**config.mk**
```make
export PLATFORM = sky130hd
export DESIGN_NAME = alu_sweep_capture
export DESIGN_NICKNAME = d
export VERILOG_FILES = /design/src/rtl/alu_sweep_pkg.sv /design/src/rtl/alu_sweep_capture.sv
export SDC_FILE = /design/constraint.sdc
export NUM_CORES = 1
export LEC_CHECK = 0
export CORE_MARGIN = 4
export CORE_UTILIZATION = 40
export DETAILED_ROUTE_END_ITERATION = 10
export PLACE_DENSITY = 0.81
export SYNTH_ARGS = -nofsm -noshare
export SYNTH_HDL_FRONTEND = slang
export SYNTH_SLANG_ARGS = --single-unit
```
**constraint.sdc**
```tcl
create_clock -name clk -period 1.3 [get_ports clk]
set_input_delay 0.26 -clock clk [delete_from_list [all_inputs] [get_ports clk]]
set_output_delay 0.26 -clock clk [all_outputs]
set_load 0.05 [all_outputs]
```
**src/rtl/alu_sweep_pkg.sv**
```systemverilog
// Shared types and constants for the ALU sweep checker.
package alu_sweep_pkg;

    typedef enum logic [1:0] {
        ST_IDLE   = 2'd0,
        ST_SETTLE = 2'd1,
        ST_CHECK  = 2'd2,
        ST_DONE   = 2'd3
    } state_e;

    localparam int              VEC_W    = 10;
    localparam logic [VEC_W-1:0] LAST_VEC = 10'h3FF;

    localparam logic [1:0] OP_ADD = 2'b00;
    localparam logic [1:0] OP_SUB = 2'b01;
    localparam logic [1:0] OP_AND = 2'b10;
    localparam logic [1:0] OP_OR  = 2'b11;

endpackage

```
**src/rtl/alu_sweep_capture.sv**
```systemverilog
// First-mismatch capture registers: latch {op,A,B} and both results on the
// first hit after a clear; later hits are ignored.
import alu_sweep_pkg::*;

module alu_sweep_capture (
    input  logic             clk,
    input  logic             rst,
    input  logic             clr_i,
    input  logic             hit_i,
    input  logic [VEC_W-1:0] vec_i,
    input  logic [3:0]       gold_i,
    input  logic [3:0]       dut_i,
    output logic             first_valid_o,
    output logic [VEC_W-1:0] first_vec_o,
    output logic [3:0]       first_gold_o,
    output logic [3:0]       first_dut_o
);

    // Capture on the first hit, clear on a new sweep.
    always_ff @(posedge clk or posedge rst) begin
        if (rst) begin
            first_valid_o <= 1'b0;
            first_vec_o   <= '0;
            first_gold_o  <= 4'h0;
            first_dut_o   <= 4'h0;
        end else if (clr_i) begin
            first_valid_o <= 1'b0;
            first_vec_o   <= '0;
            first_gold_o  <= 4'h0;
            first_dut_o   <= 4'h0;
        end else if (hit_i && !first_valid_o) begin
            first_valid_o <= 1'b1;
            first_vec_o   <= vec_i;
            first_gold_o  <= gold_i;
            first_dut_o   <= dut_i;
        end else begin
            first_valid_o <= first_valid_o;
            first_vec_o   <= first_vec_o;
            first_gold_o  <= first_gold_o;
            first_dut_o   <= first_dut_o;
        end
    end

endmodule

```
==> key figures, run 1 <==
Global route
  • Total gr overflow: 0
  • All-layer global routing usage: between 10 and 15%
  • First-pass GRT wire length: about 3800 um
  • Antenna violations before repair: 0
  • Via count of the first global-routing pass: 790
  • Pin count of the biggest net entering global routing: 38

STA
  • Final Slew Violations: 0
  • Slew @ Worst Pin: between 0.2 and 0.25 ns
  • Setup WS post-layout: ~0.14 ns
  • Highest attainable clock frequency: between 800 and 900 MHz
  • Relative slew margins: between 80 and 90%
  • Hold slack final: around 0.28 ns
  • RSZ-0062 raised after global routing: no
  • Clock period minus final worst setup slack: 1.161 ns
  • Post-route clock skew: between 0.006 and 0.007 ns
  • Number of setup violations in the final report: 0
  • Accumulated negative setup slack: 0 ns
  • Final number of hold-violating endpoints: 0
  • Post-route clock period utilization: roughly nine tenths

Route
  • Met3 layer wire length in the routed design: ~170 um
  • Number of DRC violations after detailed routing: 0
  • Count of routing violations after the opening detailed-route iteration: 13
  • Routed length per placed instance: around 15 um
  • Highest signal layer in the routed design: met3
  • Routed vias/inst: slightly above 5
  • Number of search-and-repair iterations in the first detailed-routing pass: 2
  • Sum of routed wire length over all layers: 2278 um
  • Wire length on met2: around 1100 um
  • Antenna viol nets, final: 0
  • Vias: approximately 790
  • Met1 wire length: approximately 1000 um

Placement
  • Worst slack at placement: -0.02526 ns
  • Routability Congestion: between 0.6 and 0.7
  • Post-DP Area: between 1500 and 2000 sq um
  • Half-perimeter wire length of the detailed placement result: 1656 um
  • # port buffers: 40
  • Inst Count DP: 151

Yosys
  • Mean Syn Cell Area: between 10 and 15 sq um
  • Number of distinct library cells after synthesis: 10
  • Biggest area consumer among synthesized cells: sky130_fd_sc_hd__dfrtp_1
  • Most frequent cells after synthesis: sky130_fd_sc_hd__dfrtp_1, sky130_fd_sc_hd__nand4bb_1, sky130_fd_sc_hd__o21ai_1
  • Portion of the post-synthesis area used by sequential elements: a little under half
  • Fraction of synthesis flops using an asynchronous set or reset pin: 100.0%
  • Proportion of netlist area held by the largest area contributor: between 40% and 50%
  • Number of storage elements in the synthesis netlist: 19
  • Cell with the most instances after synthesis: sky130_fd_sc_hd__dfrtp_1
  • Largest cells by area after synthesis: sky130_fd_sc_hd__dfrtp_1, sky130_fd_sc_hd__nand4bb_1, sky130_fd_sc_hd__o21ai_1
  • Number of enable flip-flop cells after synthesis: 0
  • Ys flop type: sky130_fd_sc_hd__dfrtp_1
  • Post-Syn Instances: 86
  • Mapped Area: 1003 sq um
  • Warning count from the yosys run: 0
  • Syn nets: approximately 110

Clocking
  • Buffers inserted by post-CTS timing repair: 0
  • Maximum buffer depth of the clock tree: 2
  • Worst-Skew Late Latency: 0.28 ns
  • Clock tree from TritonCTS: done
  • Sink count of the clock tree: 19
  • Worst-path clk slew: 0.10 ns
  • Htree depth: 1
  • Count of hold buffers inserted by post-cts repair: 0
  • Cell at the root of the clock tree: sky130_fd_sc_hd__clkbuf_4
  • Cells resized by post-CTS repair: 0
  • CTS buffer count: 3

Die
  • DIE AREA: 3374 sq um
  • Initial core utilization: 43.68%
  • Io pins: about 40
  • Site Rows: 17
  • Die Y-Extent: 58.09 um
  • Die width: about 58 um
  • Core footprint: ~2300 sq um

Finish
  • End-of-flow core utilization: 70.64%
  • Number of antenna diodes: 0
  • Final non-filler cell area: between 1500 and 2000 sq um
  • Filler-free cell count of the finished design: 155
  • Proportion of layout cells with a drive suffix above 1: between 20% and 30%
  • Layout Nets: 150
  • Layout-stage area growth over the synthesis result: 61.72%

Setup path
  • Largest stage delay on the critical path: between 0.4 and 0.5 ns
  • Arrival @ worst endpoint: around 0.9 ns
  • Slowest stage cell on the critical path: sky130_fd_sc_hd__dfrtp_1
  • Cells traversed along the worst timing path: buf_12
  • Kind of launch point of the worst setup path: register
  • Data required time of the worst path: between 1 and 1.5 ns
  • Worst Setup End Kind: output pin
  • Crit-path leading delay family: flip-flops
  • Top fanout value on the critical path: 2
  • Category of the critical setup timing path: register to output pin
  • Total buffers and inverters traversed by the critical path: 1

Power and ir drop
  • Power density normalized to cell area: between 800 and 900 nW/um^2
  • Pwr Total: 1.422 mW
  • IR drop worst, VDD: about 0.63 mV
  • Cell leakage power: between 0.6 and 0.7 nW

Min path
  • Worst Hold Class: primary input to async pin

Run
  • # Max-Cap Violations: 0

Status
  • Run status: complete, no violations
final timing paths:
| kind | startpoint | end | slack (ns) | cells after the start |
|---|---|---|---|---|
| setup reg to reg | first_valid_o | first_vec_o[0] | 0.29 | 3 |
| hold reg to reg | first_vec_o[1] | first_vec_o[1] | 0.58 | 2 |
| min in group clk | gold_i[3] | first_gold_o[3] | 0.55 | 3 |
| setup / recovery | first_gold_o[3] | first_gold_o[3] | 0.14 | 1 |
| max in group asynchronous | rst | first_vec_o[1] | 0.82 | 3 |
| hold / removal | rst | first_valid_o | 0.28 | 3 |
placed cells by master (no fill, tap or decap), drive strengths merged:
cell type | Yosys | layout
nor2 | 2 | 2
dfrtp | 19 | 19
o21ai | 18 | 18
nand2b | 18 | 18
clkbuf | 0 | 4
clkdlybuf4s50 | 0 | 21
inv | 1 | 1
nor2b | 1 | 1
nand4bb | 18 | 18
buf | 9 | 25
kinds of logic (layout without fill, tap and decap cells):
group / count (synthesis) / in the layout / share of synthesized area (%)
buf+inv: 10 / 51 / 9.351
simple gates: 39 / 39 / 34.29
compound gates: 18 / 18 / 8.978
flops: 19 / 19 / 47.38
power by group:
part / switching [mW] / internal, mW / total, mW
clock network: 0.162 / 0.119 / 0.281
registers: 0.0413 / 0.625 / 0.666
logic: 0.221 / 0.254 / 0.475
registers in the layout, indices dropped and copies added, names as in the netlist:
signal         flops
first_gold_o       4
first_dut_o        4
first_valid_o      1
first_vec_o       10
area by class of cell:
cell class / count / area (sq um)
repair buffers: 46 / 648.1
well taps: 28 / 35.03
fillers: 179 / 674.4
flip-flops and latches: 19 / 475.5
clock buffers: 4 / 26.28
inverters: 1 / 3.754
multi-input cells: 57 / 434.2
metal layers:
layer  global-route usage [%]  vias up
met4                    1.987        0
met1                    20.36      375
li1                         -      385
met5                        0        -
met2                    21.13       29
met3                    4.232        0
Power figures use the tool's default switching activity.
==> run 2, diff against run 1 <==
--- a/config.mk
+++ b/config.mk
@@ -9,6 +9,7 @@
 export CORE_UTILIZATION = 40
 export DETAILED_ROUTE_END_ITERATION = 10
 export PLACE_DENSITY = 0.81
+export SKIP_CTS_REPAIR_TIMING = 1
 export SYNTH_ARGS = -nofsm -noshare
 export SYNTH_HDL_FRONTEND = slang
 export SYNTH_SLANG_ARGS = --single-unit
==> results of run 2 <==
Same layout as run 1: the final DEF is identical, and so are final timing and power.
